<file path="src/rtl/riscv_pkg.sv">
// riscv_pkg: shared fetch-path constants and the fetch-entry layout
package riscv_pkg;
  localparam int XLEN = 32;
  localparam logic [31:0] NOP_INSTR = 32'h0000_0013;
  typedef struct packed {
    logic [XLEN-1:0] pc;
    logic [XLEN-1:0] instr;
    logic            misaligned;
  } fetch_entry_t;
endpackage

</file>
<file path="src/rtl/instr_fifo.sv">
// instr_fifo: synchronous FIFO with clear and dropped-push indication
module instr_fifo #(
  parameter int W     = 65,
  parameter int DEPTH = 2
) (
  input  logic                     clk,
  input  logic                     reset,
  input  logic                     clear,
  input  logic                     push,
  input  logic                     pop,
  input  logic [W-1:0]             din,
  output logic [W-1:0]             dout,
  output logic [$clog2(DEPTH):0]   count,
  output logic                     dropped
);
  localparam int AW = $clog2(DEPTH);
  logic [W-1:0]  mem_q [DEPTH];
  logic [AW-1:0] wr_q, rd_q;
  logic [AW:0]   count_q;
  logic          full, do_push, do_pop;
  assign full    = count_q == (AW+1)'(DEPTH);
  assign do_pop  = pop & (count_q != '0) & ~clear;
  // a pop in the same cycle frees the slot a full-FIFO push needs
  assign do_push = push & (~full | do_pop) & ~clear;
  assign dropped = push & full & ~do_pop & ~clear;
  assign dout    = mem_q[rd_q];
  assign count   = count_q;
  always_ff @(posedge clk)
    if (do_push) mem_q[wr_q] <= din;
  always_ff @(posedge clk) begin
    if (reset || clear) begin
      wr_q    <= '0;
      rd_q    <= '0;
      count_q <= '0;
    end else begin
      wr_q    <= wr_q + AW'(do_push);
      rd_q    <= rd_q + AW'(do_pop);
      count_q <= count_q + (AW+1)'(do_push) - (AW+1)'(do_pop);
    end
  end
endmodule

</file>
<file path="src/rtl/instr_fetch_buffer.sv">
// instr_fetch_buffer: captures 1-cycle-latency imem words with their PC and queues them to decode
module instr_fetch_buffer #(
  parameter int XLEN  = riscv_pkg::XLEN,
  parameter int DEPTH = 2
) (
  input  logic            clk,
  input  logic            reset,
  input  logic [XLEN-1:0] fetch_pc,
  input  logic            fetch_valid,
  output logic [XLEN-1:0] imem_addr,
  input  logic [XLEN-1:0] imem_rdata,
  input  logic            flush,
  input  logic            id_ready,
  output logic            id_valid,
  output logic [XLEN-1:0] id_instr,
  output logic [XLEN-1:0] id_pc,
  output logic            id_misaligned,
  output logic            fetch_stall,
  output logic            overrun
);
  import riscv_pkg::*;
  localparam int CW = $clog2(DEPTH) + 1;
  localparam int EW = 2*XLEN + 1;
  logic            req_valid_q, req_valid_d, overrun_q, overrun_d;
  logic [XLEN-1:0] req_pc_q;
  logic [CW-1:0]   count;
  logic [EW-1:0]   head, din;
  logic            mis, push, pop, dropped;
  assign imem_addr = fetch_pc;
  assign mis  = |req_pc_q[1:0];
  // entry layout {pc, instr, misaligned}; misaligned fetches become NOPs
  assign din  = {req_pc_q, mis ? XLEN'(NOP_INSTR) : imem_rdata, mis};
  assign push = req_valid_q & ~flush;
  assign id_valid      = (count != '0) & ~flush;
  assign pop           = id_valid & id_ready;
  assign id_pc         = id_valid ? head[EW-1 -: XLEN] : '0;
  assign id_instr      = id_valid ? head[XLEN:1] : XLEN'(NOP_INSTR);
  assign id_misaligned = id_valid & head[0];
  assign fetch_stall   = ({1'b0, count} + (CW+1)'(req_valid_q)) >= (CW+1)'(DEPTH);
  assign overrun       = overrun_q;
  assign req_valid_d   = fetch_valid & ~flush;
  assign overrun_d     = overrun_q | dropped;
  always_ff @(posedge clk) begin
    req_pc_q <= fetch_pc;
    if (reset) begin
      req_valid_q <= 1'b0;
      overrun_q   <= 1'b0;
    end else begin
      req_valid_q <= req_valid_d;
      overrun_q   <= overrun_d;
    end
  end
  instr_fifo #(.W(EW), .DEPTH(DEPTH)) u_fifo (
    .clk     (clk),
    .reset   (reset),
    .clear   (flush),
    .push    (push),
    .pop     (pop),
    .din     (din),
    .dout    (head),
    .count   (count),
    .dropped (dropped)
  );
endmodule
</file>
<file path="config.mk">
export PLATFORM = sky130hd
export DESIGN_NAME = instr_fetch_buffer
export DESIGN_NICKNAME = d
export VERILOG_FILES = /design/src/rtl/riscv_pkg.sv /design/src/rtl/instr_fifo.sv /design/src/rtl/instr_fetch_buffer.sv
export SDC_FILE = /design/constraint.sdc
export NUM_CORES = 1
export LEC_CHECK = 0
export BUFFER_PORTS_ARGS = -buffer_cell sky130_fd_sc_hd__buf_2
export CORE_ASPECT_RATIO = 1.2
export CORE_MARGIN = 2
export CORE_UTILIZATION = 45
export DETAILED_ROUTE_END_ITERATION = 12
export PLACE_DENSITY = 0.7
export RECOVER_POWER = 100
export SLEW_MARGIN = 5
export SYNTH_ARGS = -nofsm -noshare
export SYNTH_HDL_FRONTEND = slang
export SYNTH_SLANG_ARGS = --single-unit
</file>
<file path="constraint.sdc">
create_clock -name clk -period 3.7 [get_ports clk]
set_input_delay 0.185 -clock clk [delete_from_list [all_inputs] [get_ports clk]]
set_output_delay 0.185 -clock clk [all_outputs]
set_load 0.02 [all_outputs]
</file>
Word-level counts from Yosys, hierarchy flattened
Memories as Yosys holds them, arrays and structs flattened. A register that Yosys moved wholly into a read port is not among the register bits.
Index checks and enable logic that the tools add are counted.
{"block": "totals", "memories": 1, "wordCells": 40, "inputBits": 69, "ff_bits": 38, "out_inout_bits": 100, "ramBits": 130}
{"name": "u_fifo.mem_q", "depth": 2, "width": 65, "rd": 1, "rd_ports_with_merged_regs": 1, "wr": 1, "line": "instr_fifo.sv:17", "rtl": "logic [W-1:0] mem_q [DEPTH];"}
{"block": "classes", "add_sub_neg": 5, "magnitude_cmp": 1, "muxes": 6, "n_bitwise": 17, "n_reduce_logical": 3, "n_eq_ne": 1}
{"operator": "$mux W32", "n": 3}
{"operator": "$and A1 B1 Y1", "n": 12}
{"operator": "$add A2 B1 Y3", "n": 1}
{"operator": "$ge A3 B2 Y1 const B", "n": 1}
{"operator": "$mux W1", "n": 3}
{"operator": "$not A1 Y1", "n": 3}
{"operator": "$add A1 B1 Y1", "n": 2}
{"operator": "$add A2 B1 Y2", "n": 1}
{"operator": "$eq A2 B2 Y1 const B", "n": 1}
{"operator": "$or A1 B1 Y1", "n": 2}
{"operator": "$reduce_bool A2 Y1", "n": 1}
{"operator": "$reduce_or A2 Y1", "n": 1}
{"operator": "$sub A2 B1 Y2", "n": 1}
{"operator": "$logic_or A1 B1 Y1", "n": 1}

Depth between registers and ports, before layout
{"block": "depth", "depth_word": 10, "depth_mapped": 10, "mapped_depth_nobuf": 10}

Modules after synthesis
A second synthesis with hierarchy kept.
{"block": "hier_totals", "cells_unflattened": 408, "area_unflattened_um2": 6701.4}
{"module": "instr_fifo", "seq_area_each_um2": 3983.8, "n_inst": 1, "area_per_inst_um2": 5046.1, "cells_per_inst": 226}
{"module": "instr_fetch_buffer", "seq_area_each_um2": 680.7, "n_inst": 1, "area_per_inst_um2": 1655.3, "cells_per_inst": 182}

Worst setup path before layout
Ideal clock, no wire load.
{"block": "synth_path", "path_type": "reg-to-reg", "start": "register u_fifo.count_q[1], in the netlist u_fifo.count[1]", "end": "memory u_fifo.mem_q[1][0], enable pin", "arrival_time_ns": 2.447, "setup_ns": 0.430, "n_path_buf": 0, "stages_incl_launch_ff": 4, "t_required_ns": 3.270, "slack_ns": 0.823, "period_less_slack_ns": 2.877, "cell_sequence": "dfxtp_1 > nor3b_1 > nor3b_1 > ha_1"}
{"block": "synth_between", "elab_chain_cells": 10, "word_cells_on_any_way": 12, "classes_between": "eq/ne (1); mux (2); bitwise (8); reduce/logical (1)"}
{"element": "start, declared", "line": "instr_fifo.sv:19", "rtl": "logic [AW:0] count_q;"}
{"element": "start signal, assigned", "line": "instr_fifo.sv:38", "rtl": "count_q <= count_q + (AW+1)'(do_push) - (AW+1)'(do_pop);"}
{"element": "$reduce_bool A2 Y1", "line": "instr_fifo.sv:22, instr_fetch_buffer.sv:34"}
{"element": "$and A1 B1 Y1", "line": "instr_fetch_buffer.sv:34", "rtl": "assign id_valid = (count != '0) & ~flush;"}
{"element": "$and A1 B1 Y1", "line": "instr_fetch_buffer.sv:35", "rtl": "assign pop = id_valid & id_ready;"}
{"element": "$and A1 B1 Y1 (2 in a row)", "line": "instr_fifo.sv:22", "rtl": "assign do_pop = pop & (count_q != '0) & ~clear;"}
{"element": "$or A1 B1 Y1 *", "line": "instr_fifo.sv:24", "rtl": "assign do_push = push & (~full | do_pop) & ~clear;"}
{"element": "$and A1 B1 Y1 * (2 in a row)", "line": "instr_fifo.sv:24"}
{"element": "$mux W1 *", "line": "instr_fifo.sv:29", "rtl": "if (do_push) mem_q[wr_q] <= din;"}
{"element": "$mux W1 (implied by the code) *", "line": "instr_fifo.sv:29"}
{"element": "end, declared", "line": "instr_fifo.sv:17"}
Mark *: on every way between the ends. The rest lies on a longest branch, timed or not.

Final worst setup path
{"block": "layout_path", "start": "register u_fifo.count_q[0], in the netlist u_fifo.count[0]", "end": "memory u_fifo.mem_q[0][35], enable pin"}
The elaborated chain is that of the path after synthesis.

==> flow_summary.toml <==
[logic_synthesis]
ys_top_cells_by_area = "edfxtp_1, dfxtp_1, mux2i_1, buf_4, nor2_1"
ys_types = 22
ys_seq_area_frac = 0.741
synth_commonest_cells = "edfxtp_1, mux2i_1, nor2_1, dfxtp_1"
synth_nets = 480
netlist_instances = 407
synth_top_flop_cell = "edfxtp_1"
synth_most_common_cell = "edfxtp_1"
ys.warnings.count = 0
synth_top_area_share = 0.620
synth_top_area_cell = "edfxtp_1"
synthArstFlopShare = 0
syn_area_um2 = 6290
avgSynthCellArea_um2 = 15.5
synth_edf_count = 130
synth_seq_cells = 168

[placed_design]
port_buffers = 168
dpl_worst_slack_ns = 1.32
place_congestion = 0.702
hpwl_mm = 6.81

[cells_and_area]
nFillCells = 1177
diodes = 0
finalNetCount = 654
seq_area_um2 = 4670
drive_gt1_frac = 0.153
multiInputGateArea_um2 = 1270
syn2layout_area_growth_pct = 24.3

[worst_hold_path]
hold_end = "u_fifo.rd_q"
min_path_cells = 3
hold_start = "id_ready"
min_path_type = "input pin to register"

[floorplanning]
die_area_um2 = 15000
die_width_um = 112
ios = 169
core_um2 = 13800
fp.dieH_um = 134
start_util = 0.457
num_rows = 47

[clocking]
ctsResizeCount = 0
postCtsSetupBuffers = 0
path_clk_slew_ns = 0.06
ctsHoldBuffers = 35
cts_sinks = 168
cts_buffer_depth = 2
htreeDepth = 4
cts_tree = "done"
cts_root_buf = "clkbuf_16"
cts_buffers = 17
clock_latency_ns = 0.41

[power_and_ir_drop]
power_frac_comb = 0.039
power_frac_clock = 0.437
p_per_area_nw_per_um2 = 506
netSwitchingFraction = 0.208
power.switching_uw = 823
p_leak_uw = 0.00265
pwr-share-seq = 0.524
internal-power_uw = 3130
ir_drop_mv = 0.287

[global_routing]
first_global_vias = 3752
grt_pass1_wl_mm = 18.3
track_usage = 0.157
grt_overflow = 0
grt_max_degree = 68
antenna_found_initial = 0

[worst_setup_path]
cp_max_fo = 65
end_kind = "register"
ff2ff_path_depth = 3
crit_start = "u_fifo.count[0]"
critical_path_arrival_ns = 2.72
critPathLaunchType = "register"
crit_type = "register to register"
r2r-end = "u_fifo.mem_q[0][35]"
required_ns = 3.71
rr_startpoint = "u_fifo.count[0]"
reg2reg_slack_ns = 0.99

[sta]
grt_setup_unrepaired = "no"
slew_headroom = -0.120
slew_viol_final = 163
fin_worst_skew_ns = 0.00560
timing.final.crit_share = 0.734
hold_viol = 0
fin_setup_tns_ns = 0
max_freq_ghz = 0.368
worst_pin_slew_ns = 1.67
setup_ws_ns = 0.986
setup_viol = 0
fin_crit_ns = 2.71

[detailed_routing]
first_iter_violations = 112
drc = 0
wl_per_cell_um = 15.0
dr.pass1.iters = 4
wl_mm = 11.5
vias = 3598
vias_per_cell = 4.70
ant_nets = 0

[flow_run]
drv_cap = 3

[run_status]
status = "finished, violations left"
violations = "max-capacitance violations, max-slew violations"
## routing by layer
metal	vias up	share of wire	global-route usage
li1	1755	-	-
met1	1696	0.41	0.185
met2	134	0.52	0.280
met3	13	0.061	0.0437
met4	0	0.013	0.0467
met5	-	0	0
## critical path: stages, from the launching register on
cell and delay (ns):
dfxtp_1 0.44, nor3b_1 0.10, nor3b_1 0.37, ha_2 1.35
## cell families (layout without fill, tap and decap cells)
group | count (synthesis) | after routing | share of synthesized area
and+or+nand+nor | 109 | 109 | 0.0815
xor gates and xnor gates | 2 | 2 | 0.00278
adders and majority gates | 4 | 4 | 0.00795
DFF | 168 | 168 | 0.741
AOI/OAI and AO/OA | 4 | 4 | 0.00557
buffers and inverters | 55 | 242 | 0.0577
muxes | 65 | 65 | 0.103
## worst max path at each step
stage / to / slack [ns] / cells past startpoint
2_1_floorplan: u_fifo.mem_q[1][0] / 0.82 / 3
3_3_place_gp: u_fifo.mem_q[0][61] / 1.37 / 3
3_5_place_dp: u_fifo.mem_q[1][61] / 1.32 / 3
4_1_cts: u_fifo.mem_q[0][4] / 1.30 / 3
5_1_grt: u_fifo.mem_q[0][4] / 0.72 / 3
6_report: u_fifo.mem_q[0][35] / 0.99 / 3
## flip-flops by register name (all words and copies together), names as in the netlist
register / count
overrun: 1
req_pc_q: 32
req_valid_q: 1
u_fifo.count: 2
u_fifo.mem_q: 130
u_fifo.rd_q: 1
u_fifo.wr_q: 1
## power by group through the flow
| stage | logic, uW | clock network, uW | registers, uW |
|---|---|---|---|
| after detailed placement | 135 | 0 | 2110 |
| after global placement | 131 | 0 | 2110 |
| after CTS | 163 | 1760 | 2070 |
| final | 153 | 1730 | 2070 |
| after floorplan | 89.2 | 0 | 2110 |
| after global routing | 167 | 1850 | 2080 |
## placed cells by master, fill, tap and decap left out, types with 4 or more instances in the layout
| master | netlist | layout |
|---|---|---|
| nor2_1 | 65 | 65 |
| dlygate4sd3_1 | 0 | 35 |
| edfxtp_1 | 130 | 130 |
| inv_6 | 0 | 4 |
| clkbuf_16 | 0 | 19 |
| buf_2 | 8 | 50 |
| mux2i_1 | 65 | 65 |
| and2_0 | 0 | 31 |
| dfxtp_1 | 38 | 37 |
| clkbuf_1 | 5 | 112 |
| inv_1 | 5 | 5 |
| nand2_1 | 4 | 4 |
## per-stage QoR
step | util | power [uW] | hold slack (ns) | cell area [um^2] | cells
final | 0.569 | 3960 | 0.0497 | 7830 | 765
after global routing | 0.569 | 4090 | 0.0442 | 7830 | 765
after CTS | 0.581 | 3990 | 0.0311 | 7990 | 765
after detailed placement | 0.512 | 2250 | 0.300 | 7050 | 698
after global placement | 0.512 | 2240 | 0.298 | 7050 | 698
after floorplan | - | 2200 | 0.213 | 6290 | 407
## cell type report
class,count,area share
sequential,168,0.597
clock buffer,22,0.0660
clock inverter,10,0.00991
tap,171,0.0273
multi-input combinational,184,0.162
timing repair buffer,204,0.135
inverter,6,0.00288
(Power assumes the default switching activity.)
